### config.mk
export PLATFORM = sky130hd
export DESIGN_NAME = ad9914_sweep_seq
export DESIGN_NICKNAME = d
export VERILOG_FILES = /design/src/rtl/ad9914_pkg.sv /design/src/rtl/ad9914_seg_table.sv /design/src/rtl/ad9914_sweep_seq.sv
export SDC_FILE = /design/constraint.sdc
export NUM_CORES = 1
export LEC_CHECK = 0
export BUFFER_PORTS_ARGS = -buffer_cell sky130_fd_sc_hd__buf_2
export CAP_MARGIN = 30
export CORE_MARGIN = 1
export CORE_UTILIZATION = 30
export CTS_CLUSTER_SIZE = 24
export DETAILED_ROUTE_END_ITERATION = 6
export PLACE_DENSITY = 0.5
export SLEW_MARGIN = 5
export SYNTH_ARGS = -nofsm -noshare
export SYNTH_HDL_FRONTEND = slang
export SYNTH_SLANG_ARGS = --single-unit
### constraint.sdc
create_clock -name clk -period 15.7 [get_ports clk]
set_input_delay 4.71 -clock clk [delete_from_list [all_inputs] [get_ports clk]]
set_output_delay 4.71 -clock clk [all_outputs]
set_load 0.005 [all_outputs]
### src/rtl/ad9914_pkg.sv
// Shared definitions for the AD9914 sweep sequencer: register addresses,
// the sweep-enable mask, FSM state encoding and the segment record.
package ad9914_pkg;

  localparam logic [7:0]  ADDR_SFR1  = 8'h01;
  localparam logic [7:0]  ADDR_LOWER = 8'h04;
  localparam logic [7:0]  ADDR_UPPER = 8'h05;
  localparam logic [7:0]  ADDR_PSTEP = 8'h06;
  localparam logic [7:0]  ADDR_NSTEP = 8'h07;
  localparam logic [7:0]  ADDR_RATE  = 8'h08;

  localparam logic [31:0] SWEEP_EN_MASK = 32'h0008_0000;

  // Index of the final register write of a segment (the SFR1 write).
  localparam logic [2:0]  WORD_LAST = 3'd5;

  typedef enum logic [2:0] {
    ST_IDLE  = 3'd0,
    ST_ISSUE = 3'd1,
    ST_ACK   = 3'd2,
    ST_WAIT  = 3'd3,
    ST_ARM   = 3'd4,
    ST_SWEEP = 3'd5,
    ST_NEXT  = 3'd6
  } state_t;

  typedef struct packed {
    logic [31:0] lower;
    logic [31:0] upper;
    logic [31:0] pstep;
    logic [31:0] nstep;
    logic [31:0] rate;
    logic        dir;
  } seg_t;

  // Register address of the idx-th write of a segment.
  function automatic logic [7:0] word_addr(input logic [2:0] idx);
    logic [7:0] a;
    case (idx)
      3'd0:    a = ADDR_LOWER;
      3'd1:    a = ADDR_UPPER;
      3'd2:    a = ADDR_PSTEP;
      3'd3:    a = ADDR_NSTEP;
      3'd4:    a = ADDR_RATE;
      default: a = ADDR_SFR1;
    endcase
    return a;
  endfunction

  // Data of the idx-th write of a segment; the last write enables the sweep.
  function automatic logic [31:0] word_data(input seg_t seg, input logic [2:0] idx,
                                            input logic [31:0] sfr1_base);
    logic [31:0] d;
    case (idx)
      3'd0:    d = seg.lower;
      3'd1:    d = seg.upper;
      3'd2:    d = seg.pstep;
      3'd3:    d = seg.nstep;
      3'd4:    d = seg.rate;
      default: d = sfr1_base | SWEEP_EN_MASK;
    endcase
    return d;
  endfunction

endpackage

### src/rtl/ad9914_seg_table.sv
// Segment table: SEG_NUM-entry register file, one synchronous write port and
// one combinational read port. Contents are deliberately not reset.
module ad9914_seg_table
  import ad9914_pkg::*;
#(
  parameter int SEG_NUM = 4,
  localparam int IW = $clog2(SEG_NUM)
) (
  input  logic          clk,
  input  logic          we,
  input  logic [IW-1:0] widx,
  input  seg_t          wdata,
  input  logic [IW-1:0] ridx,
  output seg_t          rdata
);

  seg_t mem [SEG_NUM];

  // Write one entry; indices beyond the table depth are dropped.
  always_ff @(posedge clk) begin
    if (we && (32'(widx) < SEG_NUM)) begin
      mem[widx] <= wdata;
    end
  end

  assign rdata = mem[ridx];

endmodule

### src/rtl/ad9914_sweep_seq.sv
// AD9914 sweep sequencer: for each table segment, programs the six sweep
// registers through an external register writer, arms DCTRL and waits for
// DOVER, optionally looping over the table.
// Optional feature: define AD9914_SWEEP_TIMEOUT_EN to add a DOVER watchdog
// that aborts the run after TIMEOUT_CYC cycles in SWEEP.
//
// Writer handshake: a request is offered (wr_load=1, wr_addr/wr_data valid)
// only while wr_finish=1; wr_load and the address/data stay stable until the
// writer raises wr_busy, wr_load drops on the following cycle, and the write
// is complete when wr_finish returns to 1, with wr_res=1 meaning failure.
module ad9914_sweep_seq
  import ad9914_pkg::*;
#(
  parameter int          SEG_NUM     = 4,
  parameter logic [23:0] TIMEOUT_CYC = 24'd10_000_000,
  parameter logic [31:0] SFR1_BASE   = 32'h0004_2900,
  localparam int IW = $clog2(SEG_NUM)
) (
  input  logic          clk,
  input  logic          rst,
  input  logic          cfg_we,
  input  logic [IW-1:0] cfg_idx,
  input  logic [31:0]   cfg_lower,
  input  logic [31:0]   cfg_upper,
  input  logic [31:0]   cfg_pstep,
  input  logic [31:0]   cfg_nstep,
  input  logic [31:0]   cfg_rate,
  input  logic          cfg_dir,
  input  logic [IW:0]   seg_count,
  input  logic          loop_en,
  input  logic          start,
  input  logic          stop,
  output logic          busy,
  output logic          done,
  output logic          err,
  output logic [IW-1:0] cur_seg,
  input  logic          dover,
  output logic          dctrl,
  output logic          wr_load,
  output logic [7:0]    wr_addr,
  output logic [31:0]   wr_data,
  input  logic          wr_busy,
  input  logic          wr_finish,
  input  logic          wr_res,
  output state_t        fsm_state
);

  state_t        state, state_d;
  logic          busy_d, done_d, err_d, dctrl_d, wr_load_d;
  logic [7:0]    wr_addr_d;
  logic [31:0]   wr_data_d;
  logic [IW-1:0] cur_seg_d, count_m1, count_m1_d;
  logic [2:0]    word_idx, word_idx_d;
  logic [IW:0]   count_clamped;
  logic          stop_pend, stop_now;
  logic          dover_q, dover_rise;
  logic          timeout;
  logic          table_we;
  seg_t          seg_wr, seg_rd;

  assign table_we   = cfg_we && (state == ST_IDLE);
  assign seg_wr     = '{lower: cfg_lower, upper: cfg_upper, pstep: cfg_pstep,
                        nstep: cfg_nstep, rate: cfg_rate, dir: cfg_dir};
  assign stop_now   = stop | stop_pend;
  assign dover_rise = dover & ~dover_q;
  assign fsm_state  = state;

  ad9914_seg_table #(.SEG_NUM(SEG_NUM)) u_table (
    .clk   (clk),
    .we    (table_we),
    .widx  (cfg_idx),
    .wdata (seg_wr),
    .ridx  (cur_seg),
    .rdata (seg_rd)
  );

`ifdef AD9914_SWEEP_TIMEOUT_EN
  logic [23:0] wdog;

  assign timeout = (wdog == TIMEOUT_CYC - 24'd1);

  // Count cycles spent in SWEEP; any other state restarts the count.
  always_ff @(posedge clk) begin
    if (!rst) begin
      wdog <= '0;
    end else if (state == ST_SWEEP) begin
      wdog <= wdog + 24'd1;
    end else begin
      wdog <= '0;
    end
  end
`else
  logic unused_timeout;
  assign timeout        = 1'b0;
  assign unused_timeout = ^TIMEOUT_CYC;
`endif

  // Clamp the requested segment count into 1..SEG_NUM.
  always_comb begin
    count_clamped = seg_count;
    if (seg_count == '0) begin
      count_clamped = (IW+1)'(1);
    end else if (32'(seg_count) > SEG_NUM) begin
      count_clamped = (IW+1)'(SEG_NUM);
    end
  end

  // FSM state register.
  always_ff @(posedge clk) begin
    if (!rst) begin
      state <= ST_IDLE;
    end else begin
      state <= state_d;
    end
  end

  // FSM next-state logic.
  always_comb begin
    state_d = state;
    case (state)
      ST_IDLE:  if (start && !stop) state_d = ST_ISSUE;
      ST_ISSUE: begin
        if (stop_now)       state_d = ST_IDLE;
        else if (wr_finish) state_d = ST_ACK;
      end
      ST_ACK:   if (wr_busy) state_d = ST_WAIT;
      ST_WAIT: begin
        if (wr_finish) begin
          if (wr_res)                     state_d = ST_IDLE;
          else if (word_idx == WORD_LAST) state_d = ST_ARM;
          else                            state_d = ST_ISSUE;
        end
      end
      ST_ARM:   state_d = ST_SWEEP;
      ST_SWEEP: begin
        if (stop_now || timeout) state_d = ST_IDLE;
        else if (dover_rise)     state_d = ST_NEXT;
      end
      ST_NEXT: begin
        if ((cur_seg < count_m1) || loop_en) state_d = ST_ISSUE;
        else                                 state_d = ST_IDLE;
      end
      default:  state_d = ST_IDLE;
    endcase
  end

  // FSM output logic: next values of the registered outputs and datapath.
  always_comb begin
    busy_d     = busy;
    done_d     = done;
    err_d      = err;
    dctrl_d    = dctrl;
    wr_load_d  = wr_load;
    wr_addr_d  = wr_addr;
    wr_data_d  = wr_data;
    cur_seg_d  = cur_seg;
    count_m1_d = count_m1;
    word_idx_d = word_idx;
    case (state)
      ST_IDLE: begin
        if (start && !stop) begin
          busy_d     = 1'b1;
          done_d     = 1'b0;
          err_d      = 1'b0;
          cur_seg_d  = '0;
          word_idx_d = '0;
          count_m1_d = IW'(count_clamped - 1'b1);
        end
      end
      ST_ISSUE: begin
        if (stop_now) begin
          dctrl_d = 1'b0;
          busy_d  = 1'b0;
          done_d  = 1'b1;
          err_d   = 1'b0;
        end else if (wr_finish) begin
          wr_load_d = 1'b1;
          wr_addr_d = word_addr(word_idx);
          wr_data_d = word_data(seg_rd, word_idx, SFR1_BASE);
        end
      end
      ST_ACK: begin
        if (wr_busy) wr_load_d = 1'b0;
      end
      ST_WAIT: begin
        if (wr_finish) begin
          if (wr_res) begin
            err_d   = 1'b1;
            busy_d  = 1'b0;
            done_d  = 1'b1;
            dctrl_d = 1'b0;
          end else begin
            word_idx_d = word_idx + 3'd1;
          end
        end
      end
      ST_ARM: begin
        dctrl_d = seg_rd.dir;
      end
      ST_SWEEP: begin
        if (stop_now) begin
          dctrl_d = 1'b0;
          busy_d  = 1'b0;
          done_d  = 1'b1;
          err_d   = 1'b0;
        end else if (timeout) begin
          err_d   = 1'b1;
          dctrl_d = 1'b0;
          busy_d  = 1'b0;
          done_d  = 1'b1;
        end
      end
      ST_NEXT: begin
        dctrl_d    = 1'b0;
        word_idx_d = '0;
        if (cur_seg < count_m1) begin
          cur_seg_d = cur_seg + 1'b1;
        end else if (loop_en) begin
          cur_seg_d = '0;
        end else begin
          busy_d = 1'b0;
          done_d = 1'b1;
        end
      end
      default: begin
        busy_d = 1'b0;
      end
    endcase
  end

  // Output/datapath registers, pending-stop flag and DOVER edge history.
  always_ff @(posedge clk) begin
    if (!rst) begin
      busy      <= 1'b0;
      done      <= 1'b1;
      err       <= 1'b0;
      dctrl     <= 1'b0;
      wr_load   <= 1'b0;
      wr_addr   <= '0;
      wr_data   <= '0;
      cur_seg   <= '0;
      count_m1  <= '0;
      word_idx  <= '0;
      stop_pend <= 1'b0;
      dover_q   <= 1'b0;
    end else begin
      busy      <= busy_d;
      done      <= done_d;
      err       <= err_d;
      dctrl     <= dctrl_d;
      wr_load   <= wr_load_d;
      wr_addr   <= wr_addr_d;
      wr_data   <= wr_data_d;
      cur_seg   <= cur_seg_d;
      count_m1  <= count_m1_d;
      word_idx  <= word_idx_d;
      // A stop seen mid-write is remembered until the next ISSUE/SWEEP.
      if ((state == ST_IDLE) || (state_d == ST_IDLE)) stop_pend <= 1'b0;
      else                                            stop_pend <= stop_pend | stop;
      dover_q   <= dover;
    end
  end

endmodule

==> results of run 1 <==
## through the flow
step	setup WS (ns)	hold slack (ns)	cell area (um2)	power, mW	utilization
6_report	9.19	0.452	31300	3.84	0.358
5_1_grt	9.05	0.481	31300	3.97	0.358
4_1_cts	9.13	0.453	31200	3.89	0.358
3_5_place_dp	8.48	0.442	29000	2.28	0.333
3_3_place_gp	8.22	0.438	29000	2.28	0.332
2_1_floorplan	3.52	0.444	26600	2.22	-
## metal layers
| metal | routed length [um] | GRT usage |
|---|---|---|
| met1 | 28700 | 0.188 |
| met2 | 31400 | 0.233 |
| met3 | 4350 | 0.0439 |
| met4 | 1440 | 0.0475 |
| met5 | 299 | 0 |
## worst max-delay path, cell delays in order
cell     delay (ns)
buf_2          0.15
nand3_1        0.20
nor2_4         0.13
buf_4          0.58
buf_4          0.84
## sequential cells by signal (all words and copies together), names as in the netlist, named ones only
register / cells
busy: 1
count_m1: 2
cur_seg: 2
dctrl: 1
done: 1
dover_q: 1
err: 1
fsm_state: 3
stop_pend: 1
u_table.mem: 644
word_idx: 3
wr_addr: 4
wr_data: 32
wr_load: 1
## cell families after synthesis
logic type,after synthesis,synth area share
muxes,259,0.128
and+or+nand+nor,121,0.0225
adders and majority gates,6,0.00282
DFF,699,0.769
other,1,0.000141
buffers and inverters,92,0.0180
AOI/OAI and AO/OA,228,0.0596
xor gates and xnor gates,1,0.000329
## area by class of cell
| class | instances | area (um2) |
|---|---|---|
| diodes | 9 | 22.5 |
| clock buffers | 100 | 1940 |
| clock inverters | 29 | 268 |
| fillers | 8314 | 56000 |
| inverters | 9 | 33.8 |
| multi-input cells | 619 | 5750 |
| flip-flops and latches | 699 | 20400 |
| well taps | 1155 | 1450 |
| repair buffers | 249 | 1370 |
## path summary, 6_finish.rpt
kind	startpoint	endpoint	slack [ns]
worst max register to register	flip-flop	wr_data[18]	12.07
worst max-delay path	cfg_idx[0]	u_table.mem[1][82]	9.19
worst min-delay path	wr_data[6]	wr_data[6]	0.45
worst min register to register	wr_data[6]	wr_data[6]	0.45
## synth_stat cells (all sizes together), types with 2 or more instances
cell	count	area share
dfxtp	55	0.041
nor4	4	0.00094
nand4	4	0.00094
mux2i	192	0.072
and2	2	0.00047
mux4	65	0.055
buf	58	0.013
inv	9	0.0013
nand2	49	0.0069
a22oi	5	0.0014
nor2	21	0.0030
a21oi	12	0.0023
clkbuf	25	0.0036
o211ai	3	0.00085
o21ai	37	0.0070
a211oi	31	0.011
a211o	28	0.0092
edfxtp	644	0.73
or2	3	0.00071
mux2	2	0.00085
nor3b	3	0.00085
a31oi	5	0.0012
nor3	11	0.0021
o211a	2	0.00075
o22ai	95	0.022
ha	6	0.0028
o221a	2	0.00085
nand3	4	0.00075
nor2b	5	0.0012
nand2b	7	0.0016
nand3b	4	0.0013
## where the power goes
part	internal [mW]	switching, mW	total, mW	leakage (nW)
clock network	0.916	0.685	1.60	1.07
registers	2.10	0.0153	2.12	6.34
logic	0.0417	0.0833	0.125	2.47
==> out/qor.csv, run 1 <==
stage,metric,value,unit
yosys,Yosys cell types,53,
sta,f_max,0.154,GHz
floorplanning,die height,300,um
route,routed wire length per instance,23.1,um
route,DRT Wirelength,66200,um
sta,post-route clock skew,0.0218,ns
yosys,Post-Syn Area per Cell,18.9,um2
yosys,Post-synth ARST share,0,
setup_path,type of element launching the critical path,input pin,
clock_network,CTS buffer count,70,
clock_network,number of post-CTS setup repair buffers,0,
clock_network,H-tree depth,3,
placed_design,dpl cells,2730,
yosys,dominant synthesized flop cell,edfxtp_1,
setup_path,CP max FO,59,
route,drt via density,4.83,
yosys,"Cell Area, Synth",0.0266,mm2
placed_design,dpl hpwl,40300,um
floorplanning,DIE WIDTH,300,um
layout,most frequent cells in the layout,"edfxtp_1, buf_2, mux2i_1",
route,Vias,13900,
floorplanning,Initial Utilization,0.305,
clock_network,CTS Sinks,699,
placed_design,IO buf count,221,
route,antenna-violating nets left,0,
pwr,Power Density,123,mW/mm2
layout,Layout Nets,1830,
yosys,cells after synthesis,1407,
yosys,#FFs+latches synth,699,
floorplanning,core area,0.0873,mm2
yosys,Post-synth EDFFs,644,
worst_hold_path,Hold Path Stages,2,
route,Starting DRT DRC Count,1024,
pwr,Max VDD drop,0.0665,mV
route,DR DRC count,0,
route,TritonRoute pass-1 iters,4,
clock_network,number of gates resized after cts,0,
global_routing,vias in the first global route,14100,
sta,Final Max Slew Viols,0,
floorplanning,area of the die,0.0899,mm2
run,MaxCap Viol Count,0,
global_routing,pin count of the biggest net entering global routing,146,
setup_path,WP data arrival,6.74,ns
global_routing,gr ovfl total,0,
placed_design,GPL Wtd Cong,0.769,
clock_network,Worst-path clk slew,0.06,ns
setup_path,CP Capture Type,flip-flop,
sta,final period utilization,0.415,
yosys,sequential fraction of the synthesis area,0.768,
sta,RSZ-0062 raised after global routing,false,
global_routing,GR Util All Layers,0.145,
clock_network,Root Buffer,clkbuf_16,
sta,Fin Setup TNS,0,ns
layout,"most common cell after layout, fill and taps aside",edfxtp_1,
global_routing,first-pass GRT wire length,95200,um
layout,Non-Filler Instances,2869,
clock_network,CTS tree,done,
sta,Tmin final,6.51,ns
sta,Slew @ Worst Pin,1.17,ns
setup_path,WP data required,15.93,ns
floorplanning,I/O Pins,226,
setup_path,r2r worst-path depth,6,
clock_network,Max Root-Sink Buffers,3,
setup_path,Crit Path Category,input pin to flip-flop,
layout,synth-to-layout area growth,17.6,%
worst_hold_path,worst min path class,flip-flop to flip-flop,
sta,Hold Fails Final Rpt,0,
clock_network,clk_lat worst skew,0.61,ns
status,status,finished clean,
layout,layout cell share with drive strength beyond 1,0.257,
yosys,Yosys warnings,0,
clock_network,hold buffer count at cts,0,
sta,# setup viols final,0,
floorplanning,row cnt,108,
pwr,leak pwr,9.88,nW
sta,Slew HR,0.218,
global_routing,initial antenna violation count,50,
(Power assumes the default switching activity.)
==> run 2, diff against run 1 <==
==> constraint.sdc (replaced) <==
create_clock -name clk -period 5.5 [get_ports clk]
set_input_delay 1.65 -clock clk [delete_from_list [all_inputs] [get_ports clk]]
set_output_delay 1.65 -clock clk [all_outputs]
set_load 0.005 [all_outputs]
==> run 2 against run 1 <==
Net effect: critical path depth down 4; largest cell class unchanged; worst hold slack worse by 0.0069 ns; die area unchanged; clock skew down 0.0033 ns.
==> out/qor.csv, run 2 (synthesized netlist as in run 1, its figures left out) <==
stage,metric,value,unit,change
floorplanning,Initial Utilization,0.305,,unchanged
floorplanning,row cnt,108,,unchanged
setup_path,worst-path cell chain,buf_2,,
run,MaxCap Viol Count,0,,unchanged
layout,post-route cell area,0.0315,mm2,+0.62%
pwr,Switching Fraction,0.206,,+0.00219
clock_network,number of post-CTS setup repair buffers,0,,unchanged
sta,Slew HR,0.426,,+0.209
route,DR DRC count,0,,unchanged
route,DRT Wirelength,66400,um,+0.39%
clock_network,clk_lat worst skew,0.62,ns,about the same
worst_hold_path,worst min path class,flip-flop to flip-flop,,
pwr,Max VDD drop,0.279,mV,+320%
layout,FF+latch area,0.0204,mm2,unchanged
layout,Non-Filler Instances,2875,,+0.21%
sta,final period utilization,0.583,,
setup_path,Worst path slowest cell,dfxtp_1,,
sta,RSZ-0062 raised after global routing,false,,
route,TritonRoute pass-1 iters,5,,+1
layout,fillcell total,8245,,-0.83%
clock_network,CTS Sinks,699,,unchanged
global_routing,pin count of the biggest net entering global routing,112,,-23%
clock_network,CTS tree,done,,
setup_path,CP Capture Type,output port,,
setup_path,CP max FO,17,,-71%
pwr,net switching power,2.28,mW,+190%
global_routing,gr ovfl total,0,,unchanged
layout,registers with the most flip-flops,"u_table.mem: 644 flops, wr_data: 32 flops, wr_addr: 4 flops",,
sta,Hold Fails Final Rpt,0,,unchanged
clock_network,number of gates resized after cts,0,,unchanged
floorplanning,I/O Pins,226,,unchanged
layout,number of flip-flops in the largest register,644,,unchanged
sta,post-route clock skew,0.0185,ns,-0.00334 ns
clock_network,Root Buffer,clkbuf_16,,
route,Starting DRT DRC Count,959,,-6.3%
global_routing,first-pass GRT wire length,95700,um,+0.61%
layout,layout cell share with drive strength beyond 1,0.263,,+0.00654
floorplanning,DIE WIDTH,300,um,unchanged
layout,synth-to-layout area growth,18.3,%,
setup_path,type of element launching the critical path,flip-flop,,
sta,f_max,0.312,GHz,
layout,"most common cell after layout, fill and taps aside",edfxtp_1,,
pwr,leak pwr,9.96,nW,+0.82%
layout,Final Util,0.361,,+0.00222
route,routed wire length per instance,23.1,um,+0.19%
placed_design,IO buf count,221,,unchanged
clock_network,hold buffer count at cts,0,,unchanged
placed_design,Placement Cell Area,0.0292,mm2,+0.56%
pwr,clock share of power,0.421,,+0.004
pwr,internal power,8.78,mW,+190%
layout,most frequent cells in the layout,"edfxtp_1, buf_2, mux2i_1",,
layout,Layout Nets,1837,,+0.38%
setup_path,largest stage delay on the critical path,0.73,ns,-0.11 ns
clock_network,H-tree depth,3,,unchanged
pwr,power share of the sequential group,0.546,,-0.005
placed_design,GPL Wtd Cong,0.781,,+1.6%
clock_network,Max Root-Sink Buffers,3,,unchanged
placed_design,dpl cells,2735,,+0.18%
route,drt via density,4.80,,-0.66%
global_routing,initial antenna violation count,41,,-18%
global_routing,GR Util All Layers,0.146,,+0.000848
route,Vias,13800,,-0.45%
sta,# setup viols final,0,,unchanged
pwr,Power Density,351,mW/mm2,+190%
setup_path,WP data required,3.85,ns,-12.08 ns
floorplanning,die height,300,um,unchanged
clock_network,Worst-path clk slew,0.06,ns,about the same
clock_network,CTS buffer count,73,,+4.3%
setup_path,WP data arrival,1.56,ns,-5.18 ns
status,status,finished clean,,
route,antenna-violating nets left,0,,unchanged
setup_path,"delay-heaviest family, CP",flip-flops,,
sta,Fin Setup TNS,0,ns,unchanged
sta,Final Max Slew Viols,0,,unchanged
placed_design,dpl hpwl,40600,um,+0.75%
layout,Biggest register,u_table.mem,,
floorplanning,core area,0.0873,mm2,unchanged
layout,area of the multi-input gates,0.00575,mm2,unchanged
sta,Slew @ Worst Pin,0.860,ns,-0.313 ns
sta,Tmin final,3.21,ns,
setup_path,Crit Path Category,flip-flop to output port,,
setup_path,crit path buf inv count,1,,-2
pwr,Combinational Power Share,0.033,,about the same
global_routing,vias in the first global route,14100,,-0.66%
floorplanning,area of the die,0.0899,mm2,unchanged
-- run 2: cell types whose count changed in the layout (fill, tap and decap cells not counted), sizes merged --
cell      delta
clkinvlp     +2
clkbuf       -4
inv          +2
diode        -1
bufinv       -1
clkinv       +4
buf          +4
-- run 2: per-layer routing --
metal / part of all wire / track usage
met2: 0.47 / 0.227
met4: 0.018 / 0.0469
met3: 0.069 / 0.0434
met1: 0.44 / 0.196
met5: 0.0036 / 0
-- run 2: final timing paths --
kind | startpoint | end | slack [ns] | cells after the start
setup / recovery | fsm_state[2] | fsm_state[2] | 2.29 | 1
hold / removal | wr_data[26] | wr_data[26] | 0.44 | 2
setup reg to reg | word_idx[0] | wr_data[21] | 2.54 | 8
hold reg to reg | wr_data[26] | wr_data[26] | 0.44 | 2
-- run 2: cell type report --
| class | count | share of cell area |
|---|---|---|
| timing repair buffer | 253 | 0.0482 |
| inverter | 9 | 0.00107 |
| multi-input combinational | 619 | 0.183 |
| clock buffer | 96 | 0.0634 |
| antenna | 8 | 0.000636 |
| sequential | 699 | 0.650 |
| tap | 1155 | 0.0459 |
| clock inverter | 36 | 0.00839 |
-- run 2: per-stage QoR --
stage          hold WS [ns]  power (mW)  setup WS (ns)
3_3_place_gp          0.434        6.50           1.87
2_1_floorplan         0.444        6.32         -0.918
6_report              0.445        11.1           2.29
4_1_cts               0.447        11.2           2.29
3_5_place_dp          0.438        6.52           2.05
5_1_grt               0.474        11.4           2.23
-- run 2: power by group through the flow --
stage                     Clock, mW  Combinational (mW)  Sequential, mW
after floorplan                   0               0.159            6.16
after global placement            0               0.363            6.14
after detailed placement          0               0.375            6.15
after CTS                      4.79               0.376            6.04
after global routing           4.99               0.401            6.05
final                          4.65               0.366            6.04
